## src/rtl/uart_rx_param.sv

```systemverilog
// rtl/uart_rx_param.sv - parametrised oversampling UART receiver
//
// Purpose: receives asynchronous serial frames on sysclk using 16x oversampling.
// Each bit is a majority vote of three samples. Words are delivered through a
// valid/ready handshake together with per-word parity and framing error flags.
// A sticky overrun flag is also reported.
//
// Ports:
//   sysclk      in   system clock, rising edge
//   reset       in   synchronous active-high reset
//   UART_RX     in   asynchronous serial line
//   enable      in   low holds the receiver FSM idle
//   rx_ready    in   consumer accepts rx_data this cycle
//   err_clr     in   pulse clearing sticky overrun
//   rx_data     out  received word, first bit received in bit 0
//   rx_valid    out  rx_data and per-word flags are valid
//   parity_err  out  parity mismatch for the held word
//   frame_err   out  a stop bit was sampled low for the held word
//   overrun     out  sticky: a frame completed while rx_valid was high
//   busy        out  FSM is not idle
module uart_rx_param #(
    parameter int CLK_FREQ  = 50_000_000,
    parameter int BAUD      = 115200,
    parameter int DATA_BITS = 8,
    parameter int PARITY    = 0,
    parameter int STOP_BITS = 1,
    parameter int INVERT    = 0
) (
    input  logic                 sysclk,
    input  logic                 reset,
    input  logic                 UART_RX,
    input  logic                 enable,
    input  logic                 rx_ready,
    input  logic                 err_clr,
    output logic [DATA_BITS-1:0] rx_data,
    output logic                 rx_valid,
    output logic                 parity_err,
    output logic                 frame_err,
    output logic                 overrun,
    output logic                 busy
);
    localparam int DIV   = (CLK_FREQ + BAUD * 8) / (BAUD * 16);
    localparam int DIV_W = (DIV > 1) ? $clog2(DIV) : 1;
    localparam int BC_W  = $clog2(DATA_BITS + 1);
    localparam logic [DIV_W-1:0] DIV_LAST  = DIV_W'(DIV - 1);
    localparam logic [BC_W-1:0]  LAST_BIT  = BC_W'(DATA_BITS - 1);
    localparam logic             LAST_STOP = (STOP_BITS == 2);
    localparam logic             INV       = (INVERT != 0);
    localparam logic             ODD       = (PARITY == 2);

    typedef enum logic [2:0] {S_IDLE, S_START, S_DATA, S_PARITY, S_STOP} state_t;

    logic [1:0]           sync_q;
    logic                 rxs;
    logic [DIV_W-1:0]     div_q;
    logic                 tick;
    state_t               state_q, state_d;
    logic [3:0]           tc_q, tc_d;
    logic [2:0]           samp_q, samp_d;
    logic [DATA_BITS-1:0] shreg_q, shreg_d;
    logic [BC_W-1:0]      bitcnt_q, bitcnt_d;
    logic                 stopcnt_q, stopcnt_d;
    logic                 perr_q, perr_d;
    logic                 ferr_q, ferr_d;
    logic                 armed_q, armed_d;
    logic                 commit, commit_ferr, voted, stop_vote, accept;
    logic [DATA_BITS-1:0] data_q;
    logic                 valid_q, perr_out_q, ferr_out_q, ovr_q;

    function automatic logic maj3(input logic a, input logic b, input logic c);
        return (a & b) | (a & c) | (b & c);
    endfunction

    // Synchronizer resets to the active (start) level so that armed can only
    // be set once the real line has been seen idle.
    always_ff @(posedge sysclk) begin
        if (reset) sync_q <= {2{INV}};
        else       sync_q <= {sync_q[0], UART_RX};
    end
    assign rxs = sync_q[1] ^ INV;

    // Free-running 16x tick; deliberately not realigned on start detection.
    always_ff @(posedge sysclk) begin
        if (reset)                 div_q <= '0;
        else if (div_q == DIV_LAST) div_q <= '0;
        else                        div_q <= div_q + 1'b1;
    end
    assign tick = (div_q == DIV_LAST);

    assign voted     = maj3(samp_q[0], samp_q[1], samp_q[2]);
    assign stop_vote = maj3(samp_q[0], samp_q[1], rxs);

    always_ff @(posedge sysclk) begin
        if (reset) begin
            state_q   <= S_IDLE;
            tc_q      <= '0;
            samp_q    <= '0;
            shreg_q   <= '0;
            bitcnt_q  <= '0;
            stopcnt_q <= 1'b0;
            perr_q    <= 1'b0;
            ferr_q    <= 1'b0;
            armed_q   <= 1'b0;
        end else begin
            state_q   <= state_d;
            tc_q      <= tc_d;
            samp_q    <= samp_d;
            shreg_q   <= shreg_d;
            bitcnt_q  <= bitcnt_d;
            stopcnt_q <= stopcnt_d;
            perr_q    <= perr_d;
            ferr_q    <= ferr_d;
            armed_q   <= armed_d;
        end
    end

    always_comb begin
        state_d     = state_q;
        tc_d        = tc_q;
        samp_d      = samp_q;
        shreg_d     = shreg_q;
        bitcnt_d    = bitcnt_q;
        stopcnt_d   = stopcnt_q;
        perr_d      = perr_q;
        ferr_d      = ferr_q;
        armed_d     = armed_q;
        commit      = 1'b0;
        commit_ferr = ferr_q | ~stop_vote;

        if (tick) begin
            tc_d = tc_q + 4'd1;
            case (tc_q)
                4'd7:    samp_d[0] = rxs;
                4'd8:    samp_d[1] = rxs;
                4'd9:    samp_d[2] = rxs;
                default: ;
            endcase
        end

        unique case (state_q)
            S_IDLE: begin
                tc_d = '0;
                if (rxs) armed_d = 1'b1;
                if (enable && !rxs && armed_q) state_d = S_START;
            end
            // The start bit is validated at mid-bit. DATA begins at the end of
            // the start bit, so every later bit is voted around its own middle.
            S_START: if (tick) begin
                if (tc_q == 4'd8 && rxs) begin
                    state_d = S_IDLE;
                    tc_d    = '0;
                end else if (tc_q == 4'd15) begin
                    state_d   = S_DATA;
                    tc_d      = '0;
                    bitcnt_d  = '0;
                    stopcnt_d = 1'b0;
                    perr_d    = 1'b0;
                    ferr_d    = 1'b0;
                end
            end
            S_DATA: if (tick && tc_q == 4'd15) begin
                shreg_d = {voted, shreg_q[DATA_BITS-1:1]};
                tc_d    = '0;
                if (bitcnt_q == LAST_BIT) state_d = (PARITY != 0) ? S_PARITY : S_STOP;
                else                      bitcnt_d = bitcnt_q + 1'b1;
            end
            S_PARITY: if (tick && tc_q == 4'd15) begin
                perr_d  = ((^shreg_q) ^ voted) != ODD;
                state_d = S_STOP;
                tc_d    = '0;
            end
            // Commit at the vote of the last stop bit, without waiting for its end.
            S_STOP: if (tick) begin
                if (tc_q == 4'd9) begin
                    if (stopcnt_q == LAST_STOP) begin
                        commit  = 1'b1;
                        state_d = S_IDLE;
                        tc_d    = '0;
                    end else begin
                        ferr_d = commit_ferr;
                    end
                end else if (tc_q == 4'd15) begin
                    stopcnt_d = 1'b1;
                end
            end
            default: state_d = S_IDLE;
        endcase

        if (!enable) begin
            state_d = S_IDLE;
            tc_d    = '0;
            commit  = 1'b0;
        end
        // A low stop bit may be a break; require an idle line before the next start.
        if (commit && commit_ferr) armed_d = 1'b0;
    end

    assign accept = commit && (!valid_q || rx_ready);

    always_ff @(posedge sysclk) begin
        if (reset) begin
            data_q     <= '0;
            valid_q    <= 1'b0;
            perr_out_q <= 1'b0;
            ferr_out_q <= 1'b0;
            ovr_q      <= 1'b0;
        end else begin
            if (accept) begin
                data_q     <= shreg_q;
                perr_out_q <= perr_q;
                ferr_out_q <= commit_ferr;
                valid_q    <= 1'b1;
            end else if (valid_q && rx_ready) begin
                valid_q <= 1'b0;
            end
            if (commit && !accept) ovr_q <= 1'b1;
            else if (err_clr)      ovr_q <= 1'b0;
        end
    end

    assign rx_data    = data_q;
    assign rx_valid   = valid_q;
    assign parity_err = perr_out_q;
    assign frame_err  = ferr_out_q;
    assign overrun    = ovr_q;
    assign busy       = (state_q != S_IDLE);
endmodule
```

## config.mk

```make
export PLATFORM = sky130hd
export DESIGN_NAME = uart_rx_param
export DESIGN_NICKNAME = d
export VERILOG_FILES = /design/src/rtl/uart_rx_param.sv
export SDC_FILE = /design/constraint.sdc
export NUM_CORES = 1
export LEC_CHECK = 0
export CAP_MARGIN = 20
export CELL_PAD_IN_SITES_DETAIL_PLACEMENT = 1
export CELL_PAD_IN_SITES_GLOBAL_PLACEMENT = 1
export CORE_UTILIZATION = 40
export CTS_CLUSTER_DIAMETER = 60
export DETAILED_ROUTE_END_ITERATION = 16
export PLACE_DENSITY_LB_ADDON = 0.15
export SYNTH_ARGS = -nofsm -noshare
export SYNTH_HDL_FRONTEND = slang
export SYNTH_SLANG_ARGS = --single-unit
```

## constraint.sdc

```tcl
create_clock -name sysclk -period 2.1 [get_ports sysclk]
set_input_delay 0.21 -clock sysclk [delete_from_list [all_inputs] [get_ports sysclk]]
set_output_delay 0.21 -clock sysclk [all_outputs]
set_load 0.005 [all_outputs]
```

==> impl_metrics.yaml, run 1 <==
floorplanning:
  die_y_um: 75.54
  die_w_um: 75.54
  ios: 19
  dieArea_um2: 5706
  start_util_pct: 41.82
  core_area_um2: 5172
  rows: 26
finish:
  fin_util_pct: 49.13
  fin_cells: 337
  diodes: 0
  finish.instance_area_um2: 2541
  area_delta_synth_final_pct: 17.47
  drive_gt1_share_pct: 10.11
  finalNetCount: 278
yosys:
  synth_seq_cells: 45
  dominantRegCellSynth: "dfxtp_1"
  synthDistinctLibCells: 49
  seq_area_frac_synth_pct: 41.64
  synth-warning-count: 0
  synth_edf_count: 0
  avgSynthCellArea_um2: 8.903
  syn_area_um2: 2163
  synth_area_leaders: "dfxtp_1 42%, mux2i_1 6.9%, nor2_1 4.5%"
  ys_async_sr_fraction_pct: 0
  syn_nets: 255
  yosysMostFrequentCell: "dfxtp_1"
  synth_area_leader_cell: "dfxtp_1"
  syn_inst: 243
  synth_common_cells: "45 x dfxtp_1, 26 x nor2_1, 19 x nand2_1, 17 x a21oi_1, 17 x nand3_1"
  yosysTopAreaCellShare_pct: 41.64
sta:
  grt_setup_unrepaired: "no"
  finalMaxSlewViolations: 0
  skew_ps: 8.881
  slew_headroom_pct: 70.29
  finalHoldViolations: 0
  layout_setup_ws_ps: 153.1
  tns_ps: 0
  fin_crit_sh_pct: 92.71
  fin_crit_ps: 1947
  fmax_ghz: 0.5136
  worstMarginPinSlew_ps: 441.1
  setup_viol: 0
worst_setup_path:
  cp_slowest_stage_delay_ps: 490
  cp-startpoint: "tc_q[1]"
  path_max_fanout: 4
  critPathSlowestCell: "or4_1"
  crit_chain: "inv_1, ha_1, nand3b_1, o21ai_1, a22oi_2, buf_4, or4_1, a21oi_1"
  required_ps: 2330
  r2r-start: "tc_q[1]"
  crit_path_end_kind: "flop"
  startpoint_type: "flop"
  crit_arrival_ps: 2170
  critical_path_class: "reg -> reg"
place:
  hpwl_um: 3328
  io_buffers: 18
  gp_congestion: 0.8280
  dpl-instance-area_um2: 2436
  place_ws_ps: 131.6
  dp.cells: 328
global_routing:
  antenna_found_initial: 0
  track_usage_pct: 17.31
  grt_pass1_vias: 1654
  grt_max_degree: 40
  grt_overflow: 0
  grt_pass1_wl_um: 7583
power_and_ir_drop:
  peakVddDrop_v: 0.0003380
  p_sw_mw: 0.3385
  p_sw_share_pct: 22.66
  pwr-share-clk_pct: 37.8
  power.share.combinational_pct: 3.9
  powerDensity_nw_per_um2: 587.7
  pwr-share-seq_pct: 58.3
  p_int_mw: 1.155
  p_leak_nw: 0.8934
hold_path:
  hold_class: "reg -> reg"
  hold_path_startpoint: "parity_err"
clock_network:
  cts-root-buf: "clkbuf_8"
  h-tree-depth: 2
  clockBufferDepth: 2
  cts_tree: "done"
  ctsHoldBuffers: 0
  insertion_delay_ps: 290
  cts.sinks: 45
  numCtsBuffers: 5
  clkTransAtPathRegs_ps: 90
drt:
  drtIter0Drc: 50
  firstDrtPassIters: 4
  routed_wirelength_um: 4675
  post_drt_wl_per_cell_um: 13.87
  vias: 1756
  drtAntennaViolNets: 0
  route.detailed.drc: 0
  via_per_inst: 5.211
run:
  maxCapViolCount: 0
outcome:
  status: "finished clean"
## final timing paths
kind,slack (ps),endpoint,cells after the start
setup / recovery,150,state_q[0],8
hold reg to reg,460,parity_err,2
setup reg to reg,150,state_q[0],8
hold / removal,460,parity_err,2
## timing repair
action                     CTS  global route
buffers inserted             0             1
gates resized for setup      0             2
setup endpoints to repair    0             2
hold endpoints to repair     0             0
## through the flow
step,hold slack [ps],power (mW)
detailed placement,447.0,0.9488
global route,472.8,1.549
CTS,463.2,1.514
finish,457.6,1.494
floorplan,338.2,0.9242
global placement,422.6,0.9476
## cell usage in the layout, fill, tap and decap left out, types with 2 or more instances in the layout
cell             count
o21ai_0              7
xnor2_1              8
nand3_1             17
or4_1                2
nor3_1              12
nand2b_1             3
xor2_1               3
mux2i_1             15
o21ai_1              3
a211oi_1             2
nand2_1             19
clkbuf_8             6
a21oi_1             17
ha_1                 6
inv_1                8
o31ai_1              2
nor2_1              26
nand4_1              2
and4b_1              2
clkdlybuf4s50_1     18
buf_4                9
and2_1               2
nor3b_1              2
nor2b_1              5
dfxtp_1             44
## critical path, delay by kind of cell, from the launching register on
family	cells	cell delay, ps
compound gates	3	410
fa+ha+maj	1	220
buf+inv	2	260
flops	1	340
simple gates	2	660
## routing by layer
metal	up-vias	GRT usage, %	wire length (um)
met3	5	3.175	125
met5	-	0	0
met4	0	4.321	46
li1	893	-	-
met2	23	27.88	2047
met1	835	24.04	2455
## flip-flops by register name, summed over array words and instances, names as in the netlist, 2 cells and up
register / flops
state_q: 3
sync_q: 2
shreg_q: 8
samp_q: 3
div_q: 5
tc_q: 4
bitcnt_q: 4
rx_data: 8
## kinds of logic (layout without fill, tap and decap cells)
logic type | count (synthesis) | count (layout) | synth area share, %
AOI/OAI and AO/OA | 43 | 43 | 12.96
xor gates and xnor gates | 12 | 12 | 5.495
adders and majority gates | 7 | 7 | 3.933
buffers and inverters | 19 | 43 | 3.933
DFF | 45 | 45 | 41.64
muxes | 15 | 15 | 6.940
and+or+nand+nor | 102 | 102 | 25.10
## layout make-up
cell class                      instances  area, um2
Clock buffer                            6      82.58
Clock inverter                          2      13.76
Fill cell                             610       2631
Inverter                                8      30.03
Multi-Input combinational cell        179       1177
Sequential cell                        45      902.1
Tap cell                               70      87.58
Timing Repair Buffer                   27      247.7
## power groups by stage
stage / Clock (mW) / Combinational (mW) / Sequential [mW]
2_1_floorplan: 0 / 0.0376 / 0.887
3_3_place_gp: 0 / 0.0579 / 0.890
3_5_place_dp: 0 / 0.0584 / 0.890
4_1_cts: 0.585 / 0.0587 / 0.870
5_1_grt: 0.613 / 0.0637 / 0.872
6_report: 0.565 / 0.0585 / 0.870
Power figures use the tool's default switching activity.
==> run 2: changes to the inputs <==
--- a/config.mk
+++ b/config.mk
@@ -8,6 +8,7 @@
 export CAP_MARGIN = 20
 export CELL_PAD_IN_SITES_DETAIL_PLACEMENT = 1
 export CELL_PAD_IN_SITES_GLOBAL_PLACEMENT = 1
+export CORE_ASPECT_RATIO = 1.75
 export CORE_UTILIZATION = 40
 export CTS_CLUSTER_DIAMETER = 60
 export DETAILED_ROUTE_END_ITERATION = 16
==> impl_metrics.yaml, run 2 (synthesized netlist as in run 1, its figures left out) <==
outcome:
  status: "finished with violations"
  violations: "design-rule violations"
worst_setup_path:
  path_max_fanout: 5
  startpoint_type: "flop"
  reg2reg_depth: 6
  r2r-start: "tc_q[0]"
  crit_arrival_ps: 2130
  critical_path_class: "reg -> reg"
  worstReg2RegEnd: "state_q[0]"
  required_ps: 2340
  r2r_slack_ps: 210
  crit_path_end_kind: "flop"
sta:
  fin_crit_ps: 1893
  grt_setup_unrepaired: "no"
  skew_ps: 7.680
  setup_viol: 0
  tns_ps: 0
  finalMaxSlewViolations: 0
  fin_crit_sh_pct: 90.12
  worstMarginPinSlew_ps: 423.1
  finalHoldViolations: 0
  fmax_ghz: 0.5284
  slew_headroom_pct: 71.72
hold_path:
  worstHoldPathCells: 2
  min_to: "sync_q[0]"
  hold_class: "in -> reg"
  hold_path_startpoint: "UART_RX"
global_routing:
  grt_max_degree: 23
  antenna_found_initial: 0
  grt_pass1_vias: 1928
  grt_pass1_wl_um: 9259
  grt_overflow: 0
  track_usage_pct: 20.85
finish:
  drive_gt1_share_pct: 10.70
  fin_util_pct: 48.40
  finalNetCount: 282
  mostFrequentLayoutCell: "dfxtp_1"
  fin_cells: 326
  area_delta_synth_final_pct: 17.58
  finish.instance_area_um2: 2544
  diodes: 0
  layout_common_cells: "45 x dfxtp_1, 26 x nor2_1, 19 x nand2_1"
place:
  dp.cells: 317
  dpl-instance-area_um2: 2447
  gp_congestion: 0.7626
  io_buffers: 18
  hpwl_um: 4146
drt:
  vias: 1804
  post_drt_wl_per_cell_um: 16.74
  routed_wirelength_um: 5457
  firstDrtPassIters: 10
  drtAntennaViolNets: 0
  drtIter0Drc: 45
  via_per_inst: 5.534
  route.detailed.drc: 1
power_and_ir_drop:
  peakVddDrop_v: 0.0003994
  p_sw_mw: 0.3646
  total_power_mw: 1.490
  pwr-share-clk_pct: 37.5
  pwr-share-seq_pct: 58.4
  p_int_mw: 1.126
  powerDensity_nw_per_um2: 585.9
  p_leak_nw: 0.8980
  p_sw_share_pct: 24.46
  power.share.combinational_pct: 4.1
clock_network:
  h-tree-depth: 2
  numCtsBuffers: 5
  clockBufferDepth: 2
  cts_tree: "done"
  clkTransAtPathRegs_ps: 90
  cts.sinks: 45
  cts-root-buf: "clkbuf_8"
  insertion_delay_ps: 300
  ctsHoldBuffers: 0
floorplanning:
  dieArea_um2: 5718
  die_y_um: 99.29
  rows: 35
  core_area_um2: 5255
  ios: 19
  start_util_pct: 41.17
  die_w_um: 57.59
run:
  maxCapViolCount: 0
run 2: changes by cell type in the layout (fill, tap and decap cells not counted):
cell / before / now
buf_4: 9 / 13
dfxtp_2: 1 / 0
a2111oi_1: 0 / 1
o21ai_1: 3 / 4
a2111oi_0: 1 / 0
clkbuf_1: 0 / 1
clkbuf_8: 6 / 5
dfxtp_1: 44 / 45
clkinv_2: 1 / 0
clkinvlp_4: 0 / 2
clkinv_4: 1 / 0
o21ai_0: 7 / 6
run 2: what timing repair did:
item | 4_1_cts | 5_1_grt
setup buffers | 0 | 1
endpoints found under the setup margin | 0 | 2
endpoints found under the hold margin | 0 | 0
gates resized for setup | 0 | 3
run 2: power groups by stage:
stage               Combinational, mW  Clock (mW)  Sequential [mW]
floorplan                      0.0376           0            0.887
global placement               0.0605           0            0.890
detailed placement             0.0616           0            0.891
CTS                            0.0621       0.569            0.870
global route                   0.0690       0.611            0.872
finish                         0.0618       0.559            0.870
run 2: final cells by class:
class / instances / area (um2)
clock buffer: 6 / 72.57
clock inverter: 2 / 15.01
fill: 646 / 2711
inverter: 8 / 30.03
multi-input combinational: 179 / 1179
sequential: 45 / 900.9
tap: 55 / 68.82
timing repair buffer: 31 / 277.8
run 2: how the worst max path moves through the flow:
stage	from	endpoint	slack [ps]	cells past startpoint
6_report	tc_q[0]	state_q[0]	210	6
2_1_floorplan	div_q[0]	state_q[0]	350	8
4_1_cts	div_q[0]	tc_q[1]	110	8
5_1_grt	tc_q[0]	frame_err	30	6
3_3_place_gp	enable	state_q[0]	200	5
3_5_place_dp	div_q[0]	tc_q[1]	140	8
run 2: per-stage QoR:
step,setup WS [ps],hold WS [ps]
after floorplan,350.2,338.2
after CTS,107.2,450.2
final,207.4,446.6
after detailed placement,137.6,428.7
after global placement,204.6,416.3
after global routing,28.77,465.7
run 2: critical path: stages (launching register included):
cell and delay [ps]:
dfxtp_1 420, ha_1 240, nand3b_1 200, o21ai_1 200, a22oi_2 100, or4_1 520, a21oi_1 150
run 2: per-layer routing:
| metal | vias to the layer above | GRT usage [%] | share of wire, % |
|---|---|---|---|
| li1 | 897 | - | - |
| met1 | 876 | 21.63 | 39 |
| met2 | 22 | 40.52 | 57 |
| met3 | 9 | 3.381 | 2.1 |
| met4 | 0 | 7.129 | 1.8 |
| met5 | - | 0 | 0 |
==> run 3: changes to the inputs <==
--- a/config.mk
+++ b/config.mk
@@ -10,9 +10,11 @@
 export CELL_PAD_IN_SITES_GLOBAL_PLACEMENT = 1
 export CORE_ASPECT_RATIO = 1.75
 export CORE_UTILIZATION = 40
+export CTS_BUF_LIST = sky130_fd_sc_hd__clkbuf_16
 export CTS_CLUSTER_DIAMETER = 60
 export DETAILED_ROUTE_END_ITERATION = 16
 export PLACE_DENSITY_LB_ADDON = 0.15
 export SYNTH_ARGS = -nofsm -noshare
 export SYNTH_HDL_FRONTEND = slang
 export SYNTH_SLANG_ARGS = --single-unit
+export TNS_END_PERCENT = 10
==> impl_metrics.yaml, run 3 (synthesized netlist as in run 1, its figures left out) <==
outcome:
  status: "finished with violations"
  violations: "design-rule violations"
sta:
  worstMarginPinSlew_ps: 403.2
  slew_headroom_pct: 72.87
  fin_crit_sh_pct: 92.74
  skew_ps: 6.444
  finalMaxSlewViolations: 0
  tns_ps: 0
  grt_setup_unrepaired: "yes"
  fmax_ghz: 0.5135
  setup_viol: 0
  fin_crit_ps: 1948
  finalHoldViolations: 0
finish:
  drive_gt1_share_pct: 10.74
  mostFrequentLayoutCell: "dfxtp_1"
  layout_common_cells: "45 x dfxtp_1, 26 x nor2_1, 18 x nand2_1, 18 x clkdlybuf4s50_1"
  area_delta_synth_final_pct: 19.95
  finalNetCount: 281
  fin_util_pct: 49.38
  diodes: 0
drt:
  routed_wirelength_um: 5563
  met2_length_um: 3100
  vias: 1822
  top_layer: "met4"
  met1_length_um: 2207
  wl_met3_um: 96
  via_per_inst: 5.606
  firstDrtPassIters: 10
  drtAntennaViolNets: 0
  post_drt_wl_per_cell_um: 17.12
  drtIter0Drc: 28
  route.detailed.drc: 1
hold_path:
  hold_class: "reg -> reg"
global_routing:
  grt_pass1_wl_um: 9418
  antenna_found_initial: 0
  grt_max_degree: 23
  grt_overflow: 0
  track_usage_pct: 21.44
  grt_pass1_vias: 1946
floorplanning:
  core_area_um2: 5255
  rows: 35
  die_y_um: 99.29
  start_util_pct: 41.17
  ios: 19
  dieArea_um2: 5718
  die_w_um: 57.59
power_and_ir_drop:
  p_sw_share_pct: 22.50
  pwr-share-seq_pct: 50.8
  p_int_mw: 1.328
  peakVddDrop_v: 0.0005329
  total_power_mw: 1.713
  pwr-share-clk_pct: 45.6
  powerDensity_nw_per_um2: 660.2
  p_leak_nw: 0.9228
  power.share.combinational_pct: 3.6
  p_sw_mw: 0.3855
clock_network:
  insertion_delay_ps: 280
  cts_tree: "done"
  cts.sinks: 45
  clockBufferDepth: 2
  ctsHoldBuffers: 0
  numCtsBuffers: 5
  h-tree-depth: 2
  cts-root-buf: "clkbuf_16"
  clkTransAtPathRegs_ps: 70
worst_setup_path:
  critPathSlowestCell: "or4_1"
  critical_path_class: "reg -> reg"
  crit_path_end_kind: "flop"
  crit_chain: "inv_1, ha_1, nand4b_4, o21ai_0, a22oi_2, or4_1, a21oi_1"
  cp_slowest_stage_delay_ps: 510
  startpoint_type: "flop"
  crit_arrival_ps: 2160
  required_ps: 2320
  path_max_fanout: 6
place:
  io_buffers: 18
  hpwl_um: 4146
  gp_congestion: 0.7626
run:
  maxCapViolCount: 0
-- run 3: changes by cell type in the layout (fill, tap and decap cells not counted), sizes merged --
cell,previous run,this run
clkbuf,6,5
inv,8,9
buf,13,12
-- run 3: area by class of cell --
type | instances | area (um2)
tap | 55 | 68.82
fill | 633 | 2660
clock inverter | 3 | 18.77
inverter | 8 | 30.03
clock buffer | 5 | 125.1
sequential | 45 | 900.9
timing repair buffer | 30 | 270.3
multi-input combinational | 179 | 1181
-- run 3: power groups by stage --
stage / clock, mW / sequential [mW] / combinational [mW]
after global routing: 0.835 / 0.871 / 0.0684
after global placement: 0 / 0.890 / 0.0605
after detailed placement: 0 / 0.891 / 0.0616
final: 0.781 / 0.870 / 0.0613
after CTS: 0.795 / 0.871 / 0.0622
after floorplan: 0 / 0.887 / 0.0376
-- run 3: path summary, 6_finish.rpt --
| path | startpoint | end | slack, ps | cells after the start |
|---|---|---|---|---|
| worst min-delay path | sync_q[0] | sync_q[1] | 440 | 1 |
| worst max-delay path | div_q[0] | state_q[0] | 150 | 7 |
| worst min register to register | sync_q[0] | sync_q[1] | 440 | 1 |
| worst max register to register | div_q[0] | state_q[0] | 150 | 7 |
-- run 3: through the flow --
stage	cells	hold WS [ps]	setup WS (ps)	instance area [um2]
2_1_floorplan	243	338.2	350.2	2163
3_3_place_gp	317	416.3	204.6	2447
3_5_place_dp	317	428.7	137.6	2447
4_1_cts	325	444.0	113.2	2591
5_1_grt	325	473.3	-29.23	2595
6_report	325	442.0	152.4	2595
-- run 3: metal layers --
| layer | global-route usage, % | up-vias |
|---|---|---|
| li1 | - | 895 |
| met1 | 22.53 | 892 |
| met2 | 41.50 | 24 |
| met3 | 2.991 | 11 |
| met4 | 7.692 | 0 |
| met5 | 0 | - |
-- run 3: worst max-delay path, delay by kind of cell (launching register included) --
kind	cells	cell delay (ps)
simple gates	2	690
compound gates	3	550
flops	1	340
fa+ha+maj	1	230
buf+inv	1	60
-- run 3: what timing repair did --
| item | 4_1_cts | 5_1_grt |
|---|---|---|
| buffers inserted | 0 | 0 |
| setup endpoints to repair | 0 | 12 |
| gates resized for setup | 0 | 3 |
